**src/rtl/mem_arbiter_if.sv**
```systemverilog
// rtl/mem_arbiter_if.sv - bus bundle between requesters, arbiter and main memory
//
// Purpose: groups the I-cache, D-cache and memory-side signals of mem_arbiter.
//   slave  : the arbiter's view (takes requests/memory responses, drives beats)
//   master : the environment's view (caches plus memory model)
// Ports (arbiter view):
//   in  ic_req, ic_addr[31:0]                  I-cache line-fill request
//   in  dc_req, dc_we, dc_addr[31:0], dc_wdata  D-cache fill/writeback request
//   in  mem_ready, mem_rdata[31:0]              memory beat completion / read word
//   out mem_req, mem_we, mem_addr, mem_wdata    memory beat request
//   out ic_grant, dc_grant                      current owner of the memory port
//   out beat_valid, beat_idx, rdata             forwarded read beat
//   out ic_done, dc_done                        one-cycle completion pulses
interface mem_arbiter_if #(
   parameter int LINE_WORDS = 8
);
   localparam int IDX_W = $clog2(LINE_WORDS);

   logic             ic_req;
   logic [31:0]      ic_addr;
   logic             dc_req;
   logic             dc_we;
   logic [31:0]      dc_addr;
   logic [31:0]      dc_wdata;
   logic             mem_ready;
   logic [31:0]      mem_rdata;
   logic             mem_req;
   logic             mem_we;
   logic [31:0]      mem_addr;
   logic [31:0]      mem_wdata;
   logic             ic_grant;
   logic             dc_grant;
   logic             beat_valid;
   logic [IDX_W-1:0] beat_idx;
   logic [31:0]      rdata;
   logic             ic_done;
   logic             dc_done;

   modport slave (
      input  ic_req, ic_addr, dc_req, dc_we, dc_addr, dc_wdata, mem_ready, mem_rdata,
      output mem_req, mem_we, mem_addr, mem_wdata, ic_grant, dc_grant,
             beat_valid, beat_idx, rdata, ic_done, dc_done
   );

   modport master (
      output ic_req, ic_addr, dc_req, dc_we, dc_addr, dc_wdata, mem_ready, mem_rdata,
      input  mem_req, mem_we, mem_addr, mem_wdata, ic_grant, dc_grant,
             beat_valid, beat_idx, rdata, ic_done, dc_done
   );
endinterface

```
**src/rtl/mem_arbiter.sv**
```systemverilog
// rtl/mem_arbiter.sv - round-robin I/D cache line-burst arbiter onto one memory port
//
// Purpose: grants the single memory port to the I-cache or D-cache for a whole
//   LINE_WORDS-beat line transfer, alternating on conflicts, then pulses done.
// Ports:
//   CLK    in  single clock, rising edge
//   RST_N  in  asynchronous active-low reset
//   bus    mem_arbiter_if.slave (requests, memory handshake, grants, beats, done)
module mem_arbiter #(
   parameter int LINE_WORDS = 8
) (
   input  logic        CLK,
   input  logic        RST_N,
   mem_arbiter_if.slave bus
);
   localparam int IDX_W  = $clog2(LINE_WORDS);
   localparam int BASE_W = 32 - IDX_W - 2;
   localparam logic [IDX_W-1:0] LAST_BEAT = IDX_W'(LINE_WORDS - 1);
   localparam logic LS_I = 1'b0;
   localparam logic LS_D = 1'b1;

   typedef enum logic [1:0] {IDLE, SERVE_I, SERVE_D, DONE} state_t;

   state_t            state_q, state_d;
   logic [IDX_W-1:0]  beat_q;
   logic [BASE_W-1:0] base_q;
   logic              we_q;
   logic              last_q;    // requester granted most recently
   logic              grant_i;   // IDLE arbitration picks I this cycle
   logic              grant_d;   // IDLE arbitration picks D this cycle
   logic              serving;
   logic              write_beat;
   logic              beat_end;  // final beat of the line completes this cycle

   // Word-offset bits of the request addresses are irrelevant: bursts always
   // start at the line base.
   wire unused_addr_bits = &{1'b0, bus.ic_addr[IDX_W+1:0], bus.dc_addr[IDX_W+1:0]};

   always_ff @(posedge CLK or negedge RST_N) begin
      if (!RST_N) state_q <= IDLE;
      else        state_q <= state_d;
   end

   always_comb begin
      state_d = state_q;
      grant_i = 1'b0;
      grant_d = 1'b0;
      case (state_q)
         IDLE: begin
            // On conflict the requester not served last wins.
            if (bus.ic_req && (!bus.dc_req || last_q == LS_D)) begin
               grant_i = 1'b1;
               state_d = SERVE_I;
            end else if (bus.dc_req) begin
               grant_d = 1'b1;
               state_d = SERVE_D;
            end
         end
         SERVE_I, SERVE_D: begin
            if (beat_end) state_d = DONE;
         end
         DONE:    state_d = IDLE;
         default: state_d = IDLE;
      endcase
   end

   always_ff @(posedge CLK or negedge RST_N) begin
      if (!RST_N) begin
         beat_q <= '0;
         base_q <= '0;
         we_q   <= 1'b0;
         last_q <= LS_D;
      end else if (grant_i) begin
         beat_q <= '0;
         base_q <= bus.ic_addr[31:IDX_W+2];
         we_q   <= 1'b0;
         last_q <= LS_I;
      end else if (grant_d) begin
         beat_q <= '0;
         base_q <= bus.dc_addr[31:IDX_W+2];
         we_q   <= bus.dc_we;
         last_q <= LS_D;
      end else if (serving && bus.mem_ready) begin
         beat_q <= beat_end ? '0 : beat_q + IDX_W'(1);
      end
   end

   assign serving    = (state_q == SERVE_I) || (state_q == SERVE_D);
   assign write_beat = (state_q == SERVE_D) && we_q;
   assign beat_end   = serving && bus.mem_ready && (beat_q == LAST_BEAT);

   // All memory-side outputs are gated by state so reset zeroes them at once.
   assign bus.mem_req    = serving;
   assign bus.mem_we     = write_beat;
   assign bus.mem_addr   = serving ? {base_q, beat_q, 2'b00} : 32'h0;
   assign bus.mem_wdata  = write_beat ? bus.dc_wdata : 32'h0;
   assign bus.ic_grant   = (state_q == SERVE_I);
   assign bus.dc_grant   = (state_q == SERVE_D);
   assign bus.beat_valid = serving && !write_beat && bus.mem_ready;
   assign bus.beat_idx   = beat_q;
   assign bus.rdata      = bus.beat_valid ? bus.mem_rdata : 32'h0;
   // last_q still names the requester whose burst just finished.
   assign bus.ic_done    = (state_q == DONE) && (last_q == LS_I);
   assign bus.dc_done    = (state_q == DONE) && (last_q == LS_D);
endmodule

```
**src/flat_wrapper.sv**
```systemverilog
// flat-port wrapper written by rule: the top's interface ports become plain ports
module mem_arbiter_flat 
#(
   parameter int LINE_WORDS = 8
)
  (CLK, RST_N, bus_ic_req, bus_ic_addr, bus_dc_req, bus_dc_we, bus_dc_addr, bus_dc_wdata, bus_mem_ready, bus_mem_rdata, bus_mem_req, bus_mem_we, bus_mem_addr, bus_mem_wdata, bus_ic_grant, bus_dc_grant, bus_beat_valid, bus_beat_idx, bus_rdata, bus_ic_done, bus_dc_done);
  mem_arbiter_if #(.LINE_WORDS(LINE_WORDS)) bus_i ();
  input  logic CLK;
  input  logic RST_N;
  input wire logic [$bits(bus_i.ic_req)-1:0] bus_ic_req;
  input wire logic [$bits(bus_i.ic_addr)-1:0] bus_ic_addr;
  input wire logic [$bits(bus_i.dc_req)-1:0] bus_dc_req;
  input wire logic [$bits(bus_i.dc_we)-1:0] bus_dc_we;
  input wire logic [$bits(bus_i.dc_addr)-1:0] bus_dc_addr;
  input wire logic [$bits(bus_i.dc_wdata)-1:0] bus_dc_wdata;
  input wire logic [$bits(bus_i.mem_ready)-1:0] bus_mem_ready;
  input wire logic [$bits(bus_i.mem_rdata)-1:0] bus_mem_rdata;
  output wire logic [$bits(bus_i.mem_req)-1:0] bus_mem_req;
  output wire logic [$bits(bus_i.mem_we)-1:0] bus_mem_we;
  output wire logic [$bits(bus_i.mem_addr)-1:0] bus_mem_addr;
  output wire logic [$bits(bus_i.mem_wdata)-1:0] bus_mem_wdata;
  output wire logic [$bits(bus_i.ic_grant)-1:0] bus_ic_grant;
  output wire logic [$bits(bus_i.dc_grant)-1:0] bus_dc_grant;
  output wire logic [$bits(bus_i.beat_valid)-1:0] bus_beat_valid;
  output wire logic [$bits(bus_i.beat_idx)-1:0] bus_beat_idx;
  output wire logic [$bits(bus_i.rdata)-1:0] bus_rdata;
  output wire logic [$bits(bus_i.ic_done)-1:0] bus_ic_done;
  output wire logic [$bits(bus_i.dc_done)-1:0] bus_dc_done;
  assign bus_i.ic_req = bus_ic_req;
  assign bus_i.ic_addr = bus_ic_addr;
  assign bus_i.dc_req = bus_dc_req;
  assign bus_i.dc_we = bus_dc_we;
  assign bus_i.dc_addr = bus_dc_addr;
  assign bus_i.dc_wdata = bus_dc_wdata;
  assign bus_i.mem_ready = bus_mem_ready;
  assign bus_i.mem_rdata = bus_mem_rdata;
  assign bus_mem_req = bus_i.mem_req;
  assign bus_mem_we = bus_i.mem_we;
  assign bus_mem_addr = bus_i.mem_addr;
  assign bus_mem_wdata = bus_i.mem_wdata;
  assign bus_ic_grant = bus_i.ic_grant;
  assign bus_dc_grant = bus_i.dc_grant;
  assign bus_beat_valid = bus_i.beat_valid;
  assign bus_beat_idx = bus_i.beat_idx;
  assign bus_rdata = bus_i.rdata;
  assign bus_ic_done = bus_i.ic_done;
  assign bus_dc_done = bus_i.dc_done;
  mem_arbiter #(.LINE_WORDS(LINE_WORDS)) u_core (.CLK(CLK), .RST_N(RST_N), .bus(bus_i));
endmodule
```
**config.mk**
```make
export PLATFORM = sky130hd
export DESIGN_NAME = mem_arbiter_flat
export DESIGN_NICKNAME = d
export VERILOG_FILES = /design/src/rtl/mem_arbiter_if.sv /design/src/rtl/mem_arbiter.sv /design/src/flat_wrapper.sv
export SDC_FILE = /design/constraint.sdc
export NUM_CORES = 1
export LEC_CHECK = 0
export ABC_CLOCK_PERIOD_IN_PS = 1300
export BUFFER_PORTS_ARGS = -buffer_cell sky130_fd_sc_hd__buf_2
export CAP_MARGIN = 0
export CORE_ASPECT_RATIO = 0.75
export CORE_UTILIZATION = 34
export CTS_CLUSTER_SIZE = 25
export DETAILED_ROUTE_END_ITERATION = 8
export GPL_ROUTABILITY_DRIVEN = 0
export HOLD_SLACK_MARGIN = 0.15
export PLACE_DENSITY_LB_ADDON = 0.05
export SLEW_MARGIN = 15
export SYNTH_ARGS = -nofsm -noshare
export SYNTH_HDL_FRONTEND = slang
export SYNTH_SLANG_ARGS = --single-unit
```
**constraint.sdc**
```tcl
create_clock -name CLK -period 1.3 [get_ports CLK]
set_input_delay 0.065 -clock CLK [delete_from_list [all_inputs] [get_ports CLK]]
set_output_delay 0.065 -clock CLK [all_outputs]
set_load 0.02 [all_outputs]
```
Yosys cells after proc, flatten, opt, wreduce, memory -nomap -nowiden
Index checks and enable logic that the tools add are counted.
- multiply operators: 0
- divide/modulo/power cells: 0
- add/subtract/negate cells: 1
- reduce and logical (&&, ||, !) cells: 17
- magnitude comparators: 0
- bitwise logic cells: 1
- shift operators: 0
- multiplexer cells: 22
- equality and inequality tests: 6
- operators by type and width (operator ; count):
    2-to-1 mux 32 bit ; 3
    2-to-1 mux 27 bit ; 2
    2-to-1 mux 3 bit ; 4
    2-to-1 mux 1 bit ; 9
    logical AND 1 bit ; 8
    2-to-1 mux 2 bit ; 3
    case mux 2 bit (3 select lines) ; 1
    == test 2 bit, second input constant ; 2
    adder 3 x 1 -> 3 bit, second input constant ; 1
    == test 3 bit, second input constant ; 1
    != test 3 x 2 -> 1 bit, second input constant ; 1
    nonzero test 3 bit ; 1
    == test 2 x 1 -> 1 bit, second input constant ; 1
    logical NOT 1 bit ; 2
    logical NOT 2 bit ; 1
    logical OR 1 bit ; 2
    != test 2 x 1 -> 1 bit, second input constant ; 1
    AND reduction 2 bit ; 1
    nonzero test 2 bit ; 1
    OR reduction 2 bit ; 1
    NOT 1 bit ; 1
- memories kept: 0
- flip-flop bits (word level): 34
- bits in read-only memories: 0
- memory bits (writable): 0
- input port bits: 134
- latch bits: 0

Depth between registers and ports, before layout
Gate-level depths: netlist of the first run.
- word-level depth: 8
- depth in mapped cells: 7
- mapped depth without buffers: 5

Worst setup path after synthesis of the first run
OpenSTA, ideal clock, no wires.
- path kind: register to output
- start: register u_core.state_q[0]
- end: output port bus_rdata[22]
- cell stages (with the launch flop): 8
- arrival time: 1.735 ns
- slack: -0.500 ns
- path through: dfrtp_1 > inv_1 > ha_1 > buf_2 > nand2_2 > nor2_2 > buf_2 > and2_1
- elaborated cells between the ends (all ways): 8
- RTL lines (element ; line ; RTL):
    start: declaration ; mem_arbiter.sv:24 ; state_t state_q, state_d;
    start signal: assignment ; mem_arbiter.sv:41 ; else state_q <= state_d;
    == test 2 x 1 -> 1 bit or == test 2 bit (tied branches) ; mem_arbiter.sv:88 ; assign serving = (state_q == SERVE_I) || (state_q == SERVE_D);
    logical OR 1 bit (*) ; mem_arbiter.sv:88 ;
    via bus_mem_req ; flat_wrapper.sv:18 ; output wire logic [$bits(bus_i.mem_req)-1:0] bus_mem_req;
    logical AND 1 bit (*) (2 in series) ; mem_arbiter.sv:99 ; assign bus.beat_valid = serving && !write_beat && bus.mem_ready;
    via bus_beat_valid ; flat_wrapper.sv:24 ; output wire logic [$bits(bus_i.beat_valid)-1:0] bus_beat_valid;
    2-to-1 mux 32 bit (*) ; mem_arbiter.sv:101 ; assign bus.rdata = bus.beat_valid ? bus.mem_rdata : 32'h0;
    end: declaration ; flat_wrapper.sv:26 ; output wire logic [$bits(bus_i.rdata)-1:0] bus_rdata;
Mark *: on every way through the listed nets, which the timed path passes. The rest lies on a longest branch.

Worst setup path after layout of the first run
- start: register u_core.state_q[1]
- end: output port bus_rdata[12]
- word-level cells in the longest chain between the ends: 6
- elaborated cells between the ends (all ways): 8
- ends and longest elaborated chain (element ; line ; RTL):
    == test 2 bit ; mem_arbiter.sv:88, mem_arbiter.sv:89 ;
    logical AND 1 bit ; mem_arbiter.sv:89 ; assign write_beat = (state_q == SERVE_D) && we_q;
    logical NOT 1 bit ; mem_arbiter.sv:99 ;
    logical AND 1 bit (*) (2 in series) ; mem_arbiter.sv:99 ;
    2-to-1 mux 32 bit (*) ; mem_arbiter.sv:101 ;
Every way passes the cells marked *; elsewhere a longest branch is shown, timed or not.

==> flow_summary.json, run 1 <==
{
  "area_growth_pct": 138,
  "core_area_um2": 7400,
  "r2r_start": "u_core.state_q[1]",
  "wl_per_cell_um": 16.9,
  "row_count": 27,
  "synth_edf_count": 0,
  "critPathMaxFanout": 16,
  "synth.avg_cell_area_um2": 8.37,
  "n_antenna_cell": 0,
  "power.density_nw_per_um2": 2290,
  "yosys.area.top_type": "dfrtp_1",
  "postRouteWirelength_um": 12200,
  "h-tree-depth": 2,
  "pre_cts_slack_ns": -0.211,
  "ys_types": 32,
  "finalCritPeriodShare": 1.38,
  "ant_nets": 0,
  "hold_ws_ns": 0.216,
  "finalSetupViolations": 132,
  "rsz0062_at_grt": "true",
  "design_area_um2": 6220,
  "drc": 0,
  "setup.worst_path.start_class": "flop",
  "slew_headroom": 0.658,
  "setup_slack_ns": -0.489,
  "period_needed_ns": 1.79,
  "synthCells": 312,
  "max_freq_mhz": 559,
  "status": "finished with violations",
  "hold_viol_final": 0,
  "worstSetupPathType": "reg -> out",
  "clock_skew_ns": 0.0134,
  "synthFlopType": "dfrtp_1",
  "placed_area_um2": 4240,
  "violations": "setup timing",
  "first_global_vias": 3345,
  "grt_pass1_wl_um": 16400,
  "grt_overflow_total": 0,
  "netlist_area_um2": 2610,
  "yosys.area.top_type_share": 0.316,
  "initial_core_util": 0.353,
  "yosysSeqAreaShare": 0.326,
  "power.leakage_uw": 0.00303,
  "clk_pin_slew_ns": 0.07,
  "drive_gt1_frac": 0.714,
  "die_area_um2": 8040,
  "numCtsBuffers": 5,
  "clkLatencyLatePin_ns": 0.28,
  "synth_common_cells": "and2_1 (66), dfrtp_1 (33), nand2_1 (33)",
  "cts_sinks": 34,
  "synthTopCellsByArea": "dfrtp_1 (32%), and2_1 (16%), and3_1 (7.7%)",
  "post-dp-hpwl_um": 6790,
  "critPathCaptureType": "output pin",
  "grt_max_degree": 34,
  "via_per_inst": 4.88,
  "cp_slowest_stage_delay_ns": 0.40,
  "synth_warnings": 0,
  "power_uw": 14200,
  "cts_tree": "built",
  "ir_worst_vdd_v": 0.00121,
  "port_buffers": 227,
  "cp-startpoint": "u_core.state_q[1]",
  "grt.total_usage": 0.262,
  "slowest_stage": "dfrtp_2",
  "crit_arrival_ns": 1.72,
  "clockBufferDepth": 2,
  "fp.dieH_um": 77.9,
  "hold_path.class": "in -> async",
  "async_flop_share": 1.00,
  "first_iter_violations": 97,
  "io_pins": 240,
  "critical_path.cell_chain": "inv_2 -> ha_4 -> nand2_4 -> nor2_4 -> clkbuf_16 -> and2_4 -> buf_6",
  "root_buffer": "clkbuf_8",
  "antenna_found_initial": 0,
  "slew_viol_final": 0,
  "cap_violations": 0,
  "cp.required_ns": 1.24,
  "die_w_um": 103,
  "nNetsFinal": 764,
  "worst_pin_slew_ns": 0.512,
  "synth_seq_cells": 34,
  "dr.pass1.iters": 5,
  "vias": 3546,
  "synth_most_common_cell": "and2_1"
}
-- repair_timing --
action,in CTS,in global routing
endpoints found under the hold margin,64,0
cloned,4,8
setup buffers,4,7
setup endpoints to repair,133,134
pin swaps,41,43
resized for setup,152,119
hold buffers,57,0
-- cell type report --
| class | count | area [µm²] |
|---|---|---|
| flip-flops and latches | 34 | 855 |
| repair buffers | 336 | 3020 |
| well taps | 101 | 126 |
| clock inverters | 1 | 7.51 |
| inverters | 3 | 11.3 |
| clock buffers | 7 | 76.3 |
| multi-input cells | 244 | 2130 |
| fillers | 431 | 1180 |
-- where the power goes --
| group | leakage [µW] | internal (µW) | total, µW | switching [µW] |
|---|---|---|---|---|
| clock | 0.0000385 | 379 | 761 | 382 |
| combinational | 0.00257 | 6100 | 11500 | 5420 |
| sequential | 0.000415 | 1600 | 1930 | 333 |
-- worst max-delay path: cells and delay by family, from the launching register on --
kind,cells,cell delay (ns)
and+or+nand+nor,3,0.38
adders and majority gates,1,0.30
buffers and inverters,3,0.37
DFF,1,0.40
-- metal layers --
layer  track usage  wire length, µm  vias up
met5             0                0        -
met4        0.0592               99        0
met3        0.0468              742       16
met2         0.460             6310      147
met1         0.331             5080     1680
li1              -                -     1703
-- path summary, 6_finish.rpt --
path	endpoint	slack (ns)	depth (start not counted)
setup / recovery	bus_rdata[12]	-0.49	7
hold / removal	u_core.base_q[26]	0.22	2
setup reg to reg	u_core.state_q[0]	-0.16	7
hold reg to reg	u_core.base_q[18]	0.48	2
max in group asynchronous	u_core.base_q[16]	0.65	3
min in group CLK	u_core.state_q[0]	0.26	4
-- placed cells by master (no fill, tap or decap), types with 19 or more instances in the layout --
| master | instances |
|---|---|
| dlygate4sd3_1 | 57 |
| buf_2 | 146 |
| a2bb2oi_2 | 21 |
| dfrtp_1 | 31 |
| and2_2 | 22 |
| and3_4 | 29 |
| buf_6 | 86 |
| nand2_1 | 30 |
| and2_4 | 43 |
| buf_4 | 19 |
| o21ai_1 | 26 |
| a21oi_2 | 21 |
-- metrics by stage --
step                      std cells   util  TNS (ns)
after global placement          640  0.573     -8.64
after floorplan                 313      -     -9.01
after CTS                       712  0.749    -31.78
after global routing            726  0.841    -43.57
final                           726  0.841    -36.21
after detailed placement        640  0.573    -10.21
-- cell families (layout without fill, tap and decap cells) --
kind of cell / after synthesis / count (layout) / share of synthesized area
AO/OA/AOI/OAI: 91 / 91 / 0.253
adder cells (fa/ha/maj): 6 / 6 / 0.0287
buffers and inverters: 35 / 347 / 0.0733
flip-flops: 34 / 34 / 0.326
multiplexers: 3 / 3 / 0.0115
other: 1 / 2 / 0.00144
AND/OR/NAND/NOR: 142 / 142 / 0.306
-- state kept, by name, indices dropped and copies added, names as in the netlist --
| register | flops |
|---|---|
| u_core.last_q | 1 |
| u_core.state_q | 2 |
| u_core.we_q | 1 |
| u_core.base_q | 27 |
| u_core.bus.beat_idx | 3 |
Note: power is estimated with default switching activity, not from simulation.
==> run 2, diff against run 1 <==
--- a/config.mk
+++ b/config.mk
@@ -8,12 +8,12 @@
 export ABC_CLOCK_PERIOD_IN_PS = 1300
 export BUFFER_PORTS_ARGS = -buffer_cell sky130_fd_sc_hd__buf_2
 export CAP_MARGIN = 0
-export CORE_ASPECT_RATIO = 0.75
-export CORE_UTILIZATION = 34
+export CORE_AREA = 2 2 92 94
+export CTS_BUF_LIST = sky130_fd_sc_hd__clkbuf_8
 export CTS_CLUSTER_SIZE = 25
 export DETAILED_ROUTE_END_ITERATION = 8
+export DIE_AREA = 0 0 94 96
 export GPL_ROUTABILITY_DRIVEN = 0
-export HOLD_SLACK_MARGIN = 0.15
 export PLACE_DENSITY_LB_ADDON = 0.05
 export SLEW_MARGIN = 15
 export SYNTH_ARGS = -nofsm -noshare
==> flow_summary.json, run 2 (same netlist as run 1, synthesis figures left out) <==
{
  "status": "finished with violations",
  "violations": "setup timing",
  "row_count": 33,
  "postRouteWirelength_um": 11500,
  "ant_nets": 0,
  "critPathCaptureType": "output pin",
  "layout_common_cells": "buf_2 (128), buf_6 (96), and2_4 (39), dfrtp_1 (33), o21ai_1 (29)",
  "clk_pin_slew_ns": 0.07,
  "hold_path.class": "in -> reg",
  "root_buffer": "clkbuf_8",
  "initial_core_util": 0.324,
  "dr.pass1.iters": 6,
  "drive_gt1_frac": 0.734,
  "critical_path.cell_chain": "inv_2 -> ha_4 -> nand2_4 -> nor2_4 -> buf_12 -> and2_2 -> buf_6",
  "die_w_um": 94,
  "design_area_um2": 5490,
  "wl_per_cell_um": 17.2,
  "grt.total_usage": 0.234,
  "layout_commonest_cell": "buf_2",
  "antenna_found_initial": 2,
  "crit_buf_inv": 3,
  "ir_worst_vdd_v": 0.00136,
  "critPathMaxFanout": 17,
  "clock_skew_ns": 0.00514,
  "first_global_vias": 3072,
  "core_area_um2": 8050,
  "largest_register": "u_core.base_q",
  "cts_sinks": 34,
  "hold_start": "bus_dc_addr[11]",
  "finalCritPeriodShare": 1.35,
  "vias": 3306,
  "via_per_inst": 4.93,
  "cap_violations": 0,
  "clockBufferDepth": 2,
  "grt_overflow_total": 0,
  "multi_input_area_um2": 1960,
  "cp.required_ns": 1.24,
  "finalSetupViolations": 132,
  "worstSetupPathType": "reg -> out",
  "cp_slowest_stage_delay_ns": 0.41,
  "cts_tree": "built",
  "die_area_um2": 9020,
  "pre_cts_slack_ns": -0.183,
  "setup_slack_ns": -0.452,
  "power.leakage_uw": 0.00281,
  "grt_max_degree": 34,
  "h-tree-depth": 2,
  "fillers": 652,
  "worst_pin_slew_ns": 0.574,
  "area_growth_pct": 110,
  "nNetsFinal": 703,
  "cp-startpoint": "u_core.state_q[1]",
  "hold_ws_ns": 0.0343,
  "slew_headroom": 0.617,
  "drc": 0,
  "grt_pass1_wl_um": 16400,
  "placed_cells": 641,
  "post-dp-hpwl_um": 7840,
  "crit_arrival_ns": 1.69,
  "power.density_nw_per_um2": 2500,
  "placed_area_um2": 4210,
  "numCtsBuffers": 5,
  "r2r_start": "u_core.state_q[1]",
  "clkLatencyLatePin_ns": 0.28,
  "max_freq_mhz": 571,
  "stdcell_count": 670,
  "largest_reg_flops": 27,
  "io_pins": 240,
  "power_uw": 13700,
  "seq_area_um2": 852,
  "setup.worst_path.start_class": "flop",
  "period_needed_ns": 1.75,
  "slew_viol_final": 0,
  "port_buffers": 227,
  "fp.dieH_um": 96,
  "first_iter_violations": 138,
  "rsz0062_at_grt": "true",
  "path_delay_family": "flip-flops",
  "slowest_stage": "dfrtp_1",
  "hold_viol_final": 0
}
==> run 2: changes by cell type in the layout (fill, tap and decap cells not counted), moves of 4 or more <==
cell / change
and2_2: +4
and2_4: -4
and3_1: +25
and3_4: -25
buf_2: -18
buf_4: +7
buf_6: +10
clkbuf_16: -4
dlygate4sd3_1: -56
nand2_2: +4
==> run 2: path summary, 6_finish.rpt <==
kind	endpoint	slack [ns]	cells past startpoint
hold / removal	u_core.base_q[6]	0.03	3
setup reg to reg	u_core.state_q[0]	-0.29	8
hold reg to reg	u_core.last_q	0.47	2
min in group asynchronous	u_core.base_q[21]	0.31	2
max in group asynchronous	u_core.base_q[9]	0.47	3
setup / recovery	bus_rdata[1]	-0.45	7
==> run 2: timing repair <==
action	CTS	global route
endpoints found under the setup margin	133	135
gates cloned	7	3
endpoints found under the hold margin	21	0
hold buffers	1	0
setup buffers	9	5
pin swaps	34	44
gates resized for setup	205	63
==> run 2: metrics by stage <==
| stage | setup TNS, ns | utilization |
|---|---|---|
| global placement | -9.46 | 0.523 |
| finish | -36.12 | 0.682 |
| CTS | -35.10 | 0.654 |
| detailed placement | -10.96 | 0.523 |
| global route | -45.00 | 0.682 |
| floorplan | -9.01 | - |
==> run 2: power breakdown <==
part	switching [µW]	internal, µW
Combinational	5160	5870
Clock	391	420
Sequential	280	1600
Total	5830	7880
==> run 2: layout make-up <==
type	count	area share
timing repair buffer	275	0.444
clock inverter	2	0.00159
multi-input combinational	244	0.357
tap	105	0.0239
inverter	3	0.00205
antenna	1	0.000456
clock buffer	6	0.0150
sequential	34	0.155
==> run 2: per-layer routing <==
| layer | share of wire | track usage |
|---|---|---|
| met3 | 0.078 | 0.0587 |
| met5 | 0.0011 | 0 |
| met2 | 0.51 | 0.414 |
| met4 | 0.012 | 0.0495 |
| met1 | 0.40 | 0.291 |
==> run 2: worst min-delay path, delay by kind of cell <==
kind            cells  cell delay [ns]
compound gates      2             0.14
buf+inv             1             0.07
==> run 3, diff against run 2 <==
--- a/config.mk
+++ b/config.mk
@@ -14,7 +14,7 @@
 export DETAILED_ROUTE_END_ITERATION = 8
 export DIE_AREA = 0 0 94 96
 export GPL_ROUTABILITY_DRIVEN = 0
-export PLACE_DENSITY_LB_ADDON = 0.05
+export PLACE_DENSITY = 0.8
 export SLEW_MARGIN = 15
 export SYNTH_ARGS = -nofsm -noshare
 export SYNTH_HDL_FRONTEND = slang
==> flow_summary.json, run 3 (same netlist as run 1, synthesis figures left out) <==
{
  "cp_slowest_stage_delay_ns": 0.41,
  "layout_common_cells": "buf_2 (133), buf_6 (105), and2_4 (37), dfrtp_1 (32)",
  "area_growth_pct": 126,
  "row_count": 33,
  "reg2reg_depth": 7,
  "clockBufferDepth": 2,
  "ir_worst_vdd_v": 0.00149,
  "die_w_um": 94,
  "root_buffer": "clkbuf_8",
  "setup.worst_path.start_class": "flop",
  "finalCritPeriodShare": 1.35,
  "period_needed_ns": 1.76,
  "cap_violations": 0,
  "n_antenna_cell": 0,
  "nNetsFinal": 715,
  "critPathCaptureType": "output pin",
  "wl_per_cell_um": 21.9,
  "grt_pass1_wl_um": 20000,
  "via_per_inst": 5.24,
  "clock_skew_ns": 0.00599,
  "post-dp-hpwl_um": 9500,
  "cp.required_ns": 1.24,
  "slew_viol_final": 0,
  "power.leakage_uw": 0.00287,
  "die_area_um2": 9020,
  "grt.total_usage": 0.304,
  "layout_commonest_cell": "buf_2",
  "utilization": 0.732,
  "grt_overflow_total": 0,
  "vias": 3571,
  "slowest_stage": "dfrtp_2",
  "power_uw": 15000,
  "io_pins": 240,
  "core_area_um2": 8050,
  "grt_max_degree": 34,
  "worstSetupPathType": "reg -> out",
  "antenna_found_initial": 0,
  "power.density_nw_per_um2": 2540,
  "h-tree-depth": 2,
  "largest_register": "u_core.base_q",
  "drc": 0,
  "initial_core_util": 0.324,
  "largest_reg_flops": 27,
  "hold_path.class": "in -> reg",
  "ant_nets": 0,
  "fp.dieH_um": 96,
  "cts_tree": "built",
  "port_buffers": 227,
  "drive_gt1_frac": 0.832,
  "hold_viol_final": 0,
  "dr.pass1.iters": 4,
  "first_iter_violations": 123,
  "max_freq_mhz": 568,
  "first_global_vias": 3510,
  "critPathMaxFanout": 16,
  "postRouteWirelength_um": 14900,
  "rsz0062_at_grt": "true",
  "crit_arrival_ns": 1.69,
  "critical_path.cell_chain": "inv_2 -> ha_4 -> nand2_4 -> nor2_4 -> clkbuf_16 -> and2_4 -> buf_6",
  "violations": "setup timing",
  "setup_slack_ns": -0.459,
  "clkLatencyLatePin_ns": 0.29,
  "numCtsBuffers": 5,
  "hold_path_depth": 3,
  "finalSetupViolations": 131,
  "cts_sinks": 34,
  "status": "finished with violations",
  "clk_pin_slew_ns": 0.07
}
==> run 3: cell count changes in the layout (fill, tap and decap cells not counted), moves of 12 or more <==
| cell | change |
|---|---|
| and3_1 | -24 |
| and3_4 | +24 |
| nand2_1 | -15 |
| nand2_2 | +12 |
==> run 3: worst max-delay path: cells and delay by family, from the launching register on <==
family | cells | cell delay, ns
DFF | 1 | 0.41
buffers and inverters | 3 | 0.36
adders and majority gates | 1 | 0.29
and+or+nand+nor | 3 | 0.35
==> run 3: repair_timing <==
item / CTS / global route
pin swaps: 36 / 32
gates resized for setup: 240 / 98
hold buffers: 1 / 0
endpoints found under the hold margin: 15 / 0
buffers inserted: 16 / 6
setup endpoints to repair: 131 / 135
cloned: 13 / 2
==> run 3: path summary, 6_finish.rpt <==
kind | slack [ns] | startpoint | endpoint
min reg2reg | 0.48 | u_core.last_q | u_core.last_q
max reg2reg | -0.24 | u_core.state_q[1] | u_core.state_q[0]
min | 0.02 | bus_dc_addr[30] | u_core.base_q[25]
max | -0.46 | u_core.state_q[1] | bus_rdata[25]
min in group asynchronous | 0.24 | RST_N | u_core.base_q[22]
max in group asynchronous | 0.53 | RST_N | u_core.last_q
==> run 3: layer usage <==
layer  vias up  share of wire  GRT usage
met5         -              0          0
met4         0          0.041      0.151
met1      1724           0.33      0.305
met2       203           0.51      0.534
met3        39           0.12      0.139
li1       1605              -          -
==> run 3: where the power goes <==
| part | internal [µW] | switching, µW |
|---|---|---|
| combinational | 6450 | 5780 |
| sequential | 1600 | 377 |
| clock | 357 | 385 |
| total | 8410 | 6540 |
==> run 3: final cells by class <==
type,count,area (µm²)
multi-input cells,244,2220
repair buffers,287,2600
clock buffers,5,68.8
inverters,3,11.3
clock inverters,3,11.3
fillers,577,2160
well taps,105,131
flip-flops and latches,34,853
==> run 3: per-stage QoR <==
stage	setup WS [ns]	hold WS, ns	cells	area (µm²)	TNS, ns
after CTS	-0.474	0.0171	680	5550	-44.25
after floorplan	-0.214	-0.231	313	2800	-9.01
final	-0.459	0.0177	681	5890	-42.16
after global placement	-0.151	0.0131	642	4190	-8.12
after detailed placement	-0.206	0.0217	642	4190	-12.07
after global routing	-0.531	0.0294	681	5890	-50.36
